<file path="src/rtl/alu_op_sequencer.sv">
// alu_op_sequencer: drives a combinational 32-bit ALU through single- and multi-pass ops
// Ports:
//   clk, reset                    clock, synchronous active-high reset
//   req_valid/ready/op/a/b/tag    request channel (accepted only in IDLE)
//   alu_a/alu_b/alu_ctrl          operands and alucontrol to the ALU
//   alu_result                    combinational ALU result
//   rsp_valid/ready/result/zero/err/tag  response channel, held until accepted
module alu_op_sequencer #(
   parameter int TAG_W = 4
) (
   input  logic             clk,
   input  logic             reset,
   input  logic             req_valid,
   output logic             req_ready,
   input  logic [3:0]       req_op,
   input  logic [31:0]      req_a,
   input  logic [31:0]      req_b,
   input  logic [TAG_W-1:0] req_tag,
   output logic [31:0]      alu_a,
   output logic [31:0]      alu_b,
   output logic [2:0]       alu_ctrl,
   input  logic [31:0]      alu_result,
   output logic             rsp_valid,
   input  logic             rsp_ready,
   output logic [31:0]      rsp_result,
   output logic             rsp_zero,
   output logic             rsp_err,
   output logic [TAG_W-1:0] rsp_tag
);
   typedef enum logic [1:0] {IDLE, EXEC, DONE} state_t;
   state_t           r_state;
   logic [3:0]       r_op;
   logic [31:0]      r_a, r_b, r_t1, r_t2, r_result;
   logic [TAG_W-1:0] r_tag;
   logic [1:0]       r_pass;
   logic             r_req_ready, r_rsp_valid, r_zero, r_err;
   logic             w_illegal, w_last;
   assign w_illegal  = r_op > 4'd9;
   // OR takes three passes, SGE two, everything else one
   assign w_last     = r_pass == (r_op == 4'd5 ? 2'd2 : r_op == 4'd6 ? 2'd1 : 2'd0);
   assign req_ready  = r_req_ready;
   assign rsp_valid  = r_rsp_valid;
   assign rsp_result = r_result;
   assign rsp_zero   = r_zero;
   assign rsp_err    = r_err;
   assign rsp_tag    = r_tag;
   always_comb begin
      alu_a    = '0;
      alu_b    = '0;
      alu_ctrl = 3'b000;
      if (r_state == EXEC)
         case (r_op)
            4'd0, 4'd1, 4'd2, 4'd3, 4'd4: begin
               alu_a    = r_a;
               alu_b    = r_b;
               alu_ctrl = r_op == 4'd4 ? 3'b101 : r_op[2:0];
            end
            // OR = (a^b) ^ (a&b)
            4'd5: begin
               alu_a    = r_pass == 2'd2 ? r_t1 : r_a;
               alu_b    = r_pass == 2'd2 ? r_t2 : r_b;
               alu_ctrl = r_pass == 2'd1 ? 3'b010 : 3'b011;
            end
            // SGE = !(a<b)
            4'd6: begin
               alu_a    = r_pass == 2'd1 ? r_t1 : r_a;
               alu_b    = r_pass == 2'd1 ? 32'd1 : r_b;
               alu_ctrl = r_pass == 2'd1 ? 3'b011 : 3'b101;
            end
            4'd7: begin
               alu_b    = r_b;
               alu_ctrl = 3'b001;
            end
            4'd8: begin
               alu_a    = r_a;
               alu_b    = 32'hFFFF_FFFF;
               alu_ctrl = 3'b011;
            end
            4'd9: begin
               alu_a    = r_b;
               alu_b    = r_a;
               alu_ctrl = 3'b101;
            end
            default: alu_ctrl = 3'b100;
         endcase
   end
   always_ff @(posedge clk)
      if (reset) begin
         r_state     <= IDLE;
         r_op        <= '0;
         r_a         <= '0;
         r_b         <= '0;
         r_t1        <= '0;
         r_t2        <= '0;
         r_result    <= '0;
         r_tag       <= '0;
         r_pass      <= '0;
         r_req_ready <= 1'b1;
         r_rsp_valid <= 1'b0;
         r_zero      <= 1'b0;
         r_err       <= 1'b0;
      end else
         case (r_state)
            IDLE:
               if (req_valid) begin
                  r_op        <= req_op;
                  r_a         <= req_a;
                  r_b         <= req_b;
                  r_tag       <= req_tag;
                  r_pass      <= '0;
                  r_req_ready <= 1'b0;
                  r_state     <= EXEC;
               end
            EXEC:
               if (w_last) begin
                  r_result    <= w_illegal ? '0 : alu_result;
                  r_zero      <= w_illegal | ~|alu_result;
                  r_err       <= w_illegal;
                  r_rsp_valid <= 1'b1;
                  r_state     <= DONE;
               end else begin
                  if (r_pass == 2'd0) r_t1 <= alu_result;
                  else r_t2 <= alu_result;
                  r_pass <= r_pass + 2'd1;
               end
            DONE:
               if (rsp_ready) begin
                  r_rsp_valid <= 1'b0;
                  r_req_ready <= 1'b1;
                  r_state     <= IDLE;
               end
            default: r_state <= IDLE;
         endcase
endmodule

</file>
<file path="config.mk">
export PLATFORM = sky130hd
export DESIGN_NAME = alu_op_sequencer
export DESIGN_NICKNAME = d
export VERILOG_FILES = /design/src/rtl/alu_op_sequencer.sv
export SDC_FILE = /design/constraint.sdc
export NUM_CORES = 1
export LEC_CHECK = 0
export CORE_UTILIZATION = 49
export DETAILED_ROUTE_END_ITERATION = 8
export GPL_TIMING_DRIVEN = 0
export PLACE_DENSITY = 0.77
export SYNTH_ARGS = -nofsm -noshare
export SYNTH_HDL_FRONTEND = slang
export SYNTH_SLANG_ARGS = --single-unit
</file>
<file path="constraint.sdc">
create_clock -name clk -period 2.4 [get_ports clk]
set_input_delay 0.24 -clock clk [delete_from_list [all_inputs] [get_ports clk]]
set_output_delay 0.24 -clock clk [all_outputs]
set_load 0.005 [all_outputs]
</file>
* Yosys cells after proc, flatten, opt, wreduce, memory -nomap -nowiden
Cells that the tools add are included.
** Word-level totals
- Register bits after elaboration :: 176
- Latch bits :: 0
- RAM bits :: 0
- Bits in read-only memories :: 0
- Output and inout port bits :: 107
- Memories :: 0
** Operators by class
- Add/subtract/negate cells :: 1
- Multipliers :: 0
- Divide/modulo/power cells :: 0
- $lt $le $gt $ge :: 1
- Equal/unequal tests :: 18
- Shift operators :: 0
- Mux-type cells :: 29
- Bitwise logic cells :: 3
- Reductions and logical operators :: 19
** Operators with widths (count)
- $mux 32 :: 7
- $pmux 32 s5 :: 1
- $pmux 32 s4 :: 1
- $reduce_or 32->1 :: 1
- $pmux 3 s6 :: 1
- $reduce_and 3->1 :: 6
- $eq 4x3->1 const B :: 4
- $mux 2 :: 6
- $reduce_or 6->1 :: 2
- $mux 3 :: 3
- $eq 4x2->1 const B :: 2
- $eq 4x4->1 const B :: 2
- $ne 2x2->1 const B :: 4
- $mux 1 :: 6
- $pmux 2 s3 :: 1
- $reduce_bool 2->1 :: 3
- $reduce_or 5->1 :: 1
- $eq 2x1->1 const B :: 2
- $eq 2x2->1 const B :: 2
- $eq 4x1->1 const B :: 1
- $gt 4x4->1 const B :: 1
- $logic_not 2->1 :: 2
- $logic_not 4->1 :: 1
- $pmux 1 s2 :: 2
- other kinds (7) :: 9

* Depth between registers and ports, before layout
- Word-level depth :: 6
- Depth in mapped cells :: 8
- Mapped depth without buffers :: 6

* Worst setup path after synthesis
No wires, ideal clock.
- Kind :: flip-flop to output port
- From :: register r_pass[0]
- To :: output port alu_a[10]
- Arrival :: 1676 ps
- Path slack :: 484 ps
- Cell stages (with the launch flop) :: 7
- Buffers on the path :: 1
- Cells stage by stage :: dfxtp_1 -> ha_1 -> nand3b_1 -> a21oi_1 -> clkbuf_1 -> a22oi_1 -> a21oi_1
** Between the ends
- Longest elaborated chain between the ends :: 4
- Elaborated cells between the ends (all ways) :: 6
- Classes of those cells :: eq/ne (2); mux (4)
** Ends and longest elaborated chain
- start, declared :: line 35 : logic [1:0] r_pass;
- start signal, assigned :: line 124 : r_pass <= r_pass + 2'd1;
- $eq 2x1->1 or $eq 2x2->1 (tied branches) :: line 66, 60
- $mux 32, on equally long branches :: line 66, 60
- $pmux 32 s4 (*) :: line 52 : case (r_op)
- $mux 32 (*) :: line 51 : if (r_state == EXEC)
- end, declared :: line 19 : output logic [31:0] alu_a,
Every way passes the cells marked *; elsewhere a longest branch is shown, timed or not.

* Worst setup path after layout
- From :: register r_pass[1]
- To :: output port alu_b[22]
** Between the ends
- Longest elaborated chain between the ends :: 4
- Elaborated cells between the ends (all ways) :: 6
- Classes of those cells :: eq/ne (2); mux (4)
** Ends and longest elaborated chain
- $eq 2x1->1 or $eq 2x2->1 (tied branches) :: line 67, 61
- $mux 32, on equally long branches :: line 67, 61
- $pmux 32 s5 (*) :: line 52
- $mux 32 (*) :: line 51
- end, declared :: line 20 : output logic [31:0] alu_b,
Marked as above.

==> flow_summary_export.csv <==
group,metric,value,unit
routing,num_vias,9927,
setup_path,rr_endpoint,"r_t2[16]",
placed_design,numPortBuffers,213,
logic_synthesis,synth-seq-area-share,0.422,
cts,clkTransAtPathRegs,70,ps
power,swShare,0.273,
sta,report.final.slew_viol_count,0,
status,violations,"negative setup slack",
floorplanning,rows,47,
cts,clkSinkCount,176,
status,status,"finished with violations",
cts,clock_latency,440,ps
cts,clockBufferDepth,2,
sta,final.period_utilization,1.05,
logic_synthesis,syn_avg_cell_area,8.03,sq um
routing,vias_per_cell,6.44,
global_routing,antenna_found_initial,0,
setup_path,path_class,"reg -> out",
global_routing,grt_pass1_wl,49900,um
sta,grt_setup_unrepaired,"true",
routing,drt_pre_antenna_iters,7,
sta,hold_viol,0,
logic_synthesis,ys.flop_type,"dfxtp_1",
power,powerDensity,587,nW/um^2
logic_synthesis,yosysWarnings,0,
logic_synthesis,synthCells,1039,
power,p_switching,1.92,mW
sta,setup_viol,31,
global_routing,grt_overflow,0,
setup_path,crit_end,"alu_b[22]",
flow_run,drv_cap,0,
sta,tns,-1490,ps
setup_path,critPathLaunch,"r_pass[1]",
sta,period_needed,2520,ps
logic_synthesis,ys_top_cells_by_count,"a21oi_1 (208), nand2_1 (180), dfxtp_1 (176)",
placed_design,place_inst,1472,
finish,layout.cells.non_filler,1541,
logic_synthesis,synth_edf_count,0,
setup_path,cp-start-kind,"flip-flop",
power,p_leak,4.37,nW
setup_path,rr_startpoint,"r_pass[0]",
setup_path,reg2reg_depth,10,
routing,routed_wl,34500,um
floorplanning,start_util,0.503,
finish,final_layout_size_suffix_gt1_frac,0.208,
routing,wl_per_cell,22.4,um
logic_synthesis,syn-num-nets,1150,
floorplanning,die_y,132,um
floorplanning,fp.dieArea,17500,sq um
placed_design,routabilityCongestion,0.907,
routing,drtIter0Drc,1357,
setup_path,crit_fanout,5,
cts,cts_buffers,17,
logic_synthesis,synthArstFlopShare,0,
cts,htree_num_levels,4,
floorplanning,core_region_area,16600,sq um
sta,skew,7.84,ps
routing,ant_nets,0,
floorplanning,die_w,132,um
finish,fin_area,12000,sq um
power,internal-power,5.13,mW
floorplanning,ios,215,
global_routing,grt_max_degree,17,
logic_synthesis,synth.cell_area,8340,sq um
setup_path,endpoint_kind,"primary output",
routing,drc,0,
cts,cts-root-buf,"clkbuf_16",
setup_path,cp_data_arrival_time,2280,ps
placed_design,placed_area,10700,sq um
sta,fmax,397,MHz
power,power_frac_seq,0.446,
power,combinationalPowerShare,0.168,
global_routing,grt_usage,0.365,
logic_synthesis,synth_top_area_cell,"dfxtp_1",
finish,diodes,0,
worst_hold_path,hp-class,"in -> reg",
placed_design,dp_hpwl,22100,um
finish,area_growth_syn_to_layout,44.0,%
logic_synthesis,yosys.cell_types.count,52,
finish,fin_nets,1422,
sta,slew-limit-headroom,0.451,
cts,cts_tree,"built",
global_routing,grt_pass1_vias,9277,
setup_path,ff2ff_setup_slack,80,ps
power,vdd_ir_drop_max,0.583,mV
finish,finish.utilization,0.724,
logic_synthesis,yosysMostFrequentCell,"a21oi_1",
logic_synthesis,synth_top_area_share,0.422,
logic_synthesis,synth_area_leaders,"dfxtp_1 (42%), a21oi_1 (12%), nand2_1 (8.1%)",
setup_path,worst_ep_required_time,2160,ps
sta,tightest_slew,824,ps
logic_synthesis,ys_ff_latch,176,
power,clock_power_share,0.386,
cts,cts_hold_buffers,0,
sta,setup_slack,-117,ps
[logic make-up (layout without fill, tap and decap cells)]
logic type      count (synthesis)  in the layout  synth area share
mux                             2              2           0.00240
buf+inv                       146            428            0.0786
simple gates                  319            319             0.189
compound gates                392            392             0.301
fa+ha+maj                       3              3           0.00450
flops                         176            176             0.422
xor+xnor                        1              1           0.00195
[through the flow]
stage	hold WS (ps)	power, mW	worst slack, ps
2_1_floorplan	373	3.69	484
3_3_place_gp	443	4.24	-652
3_5_place_dp	447	4.25	-677
4_1_cts	346	6.91	-55.2
5_1_grt	351	7.24	-157
6_report	339	7.05	-117
[cell usage in the layout, fill, tap and decap left out, types with 3 or more instances in the layout]
cell,n
dfxtp_4,4
nor2_4,3
clkbuf_8,5
nand4_1,5
buf_2,68
buf_12,3
clkbuf_16,22
nand2_1,179
clkbuf_4,4
dlygate4sd2_1,3
buf_4,32
o211ai_1,3
buf_6,22
clkbuf_1,49
nand2b_1,4
a22o_1,32
a31o_1,64
buf_8,11
nor2_1,6
a21oi_2,35
nor4_1,72
o21ai_0,35
a22oi_1,14
inv_1,33
a22oi_2,18
nand3b_1,33
clkbuf_2,16
a21oi_1,173
clkdlybuf4s50_1,147
dfxtp_1,170
[state kept, by name, indices dropped and copies added, names as in the netlist, 2 cells and up]
signal and count:
rsp_result 32, r_pass 2, r_a 32, r_b 32, r_op 4, r_t1 32, r_t2 32, rsp_tag 4
r_state 2
[per-layer routing]
metal,wire [um],vias to the layer above,global-route usage,part of all wire
met5,0,-,0,0
met4,1850,0,0.195,0.054
met3,4000,193,0.104,0.12
met2,15300,770,0.566,0.44
met1,13400,4658,0.461,0.39
li1,-,4306,-,-
[repair_timing]
| item | 4_1_cts | 5_1_grt |
|---|---|---|
| buffers inserted | 26 | 15 |
| endpoints found under the setup margin | 67 | 92 |
| pin swaps | 47 | 53 |
| cloned | 3 | 4 |
| resized for setup | 345 | 95 |
[worst max-delay path: stages, from the launching register on]
cell       delay [ps]
dfxtp_4           390
inv_4              50
ha_4              170
nand3b_1          160
buf_4             150
a21bo_4           150
buf_8             160
clkbuf_16         160
nand3b_1          110
a21oi_2           170
buf_2             140
[cell type report]
type,instances,area [sq um]
inverters,37,144
repair buffers,257,2260
clock inverters,6,85.1
flip-flops and latches,176,3540
well taps,220,275
clock buffers,23,468
fillers,1289,4580
multi-input cells,717,4480
plain buffers,105,757
[worst min-delay path by stage]
stage	start	to	slack (ps)	cells after the start
final	req_a[10]	r_a[10]	340	3
after global routing	req_b[1]	r_b[1]	350	3
after CTS	req_b[1]	r_b[1]	350	3
after detailed placement	rsp_tag[2]	rsp_tag[2]	450	2
after global placement	rsp_tag[3]	rsp_tag[3]	440	2
after floorplan	alu_result[10]	rsp_result[10]	370	1
[power by group through the flow]
stage | combinational, mW | sequential, mW | clock (mW)
after floorplan | 0.516 | 3.18 | 0
after global placement | 1.04 | 3.20 | 0
after detailed placement | 1.06 | 3.20 | 0
after CTS | 1.10 | 3.13 | 2.68
after global routing | 1.25 | 3.16 | 2.83
final | 1.18 | 3.15 | 2.72
Note: power is estimated with default switching activity, not from simulation.
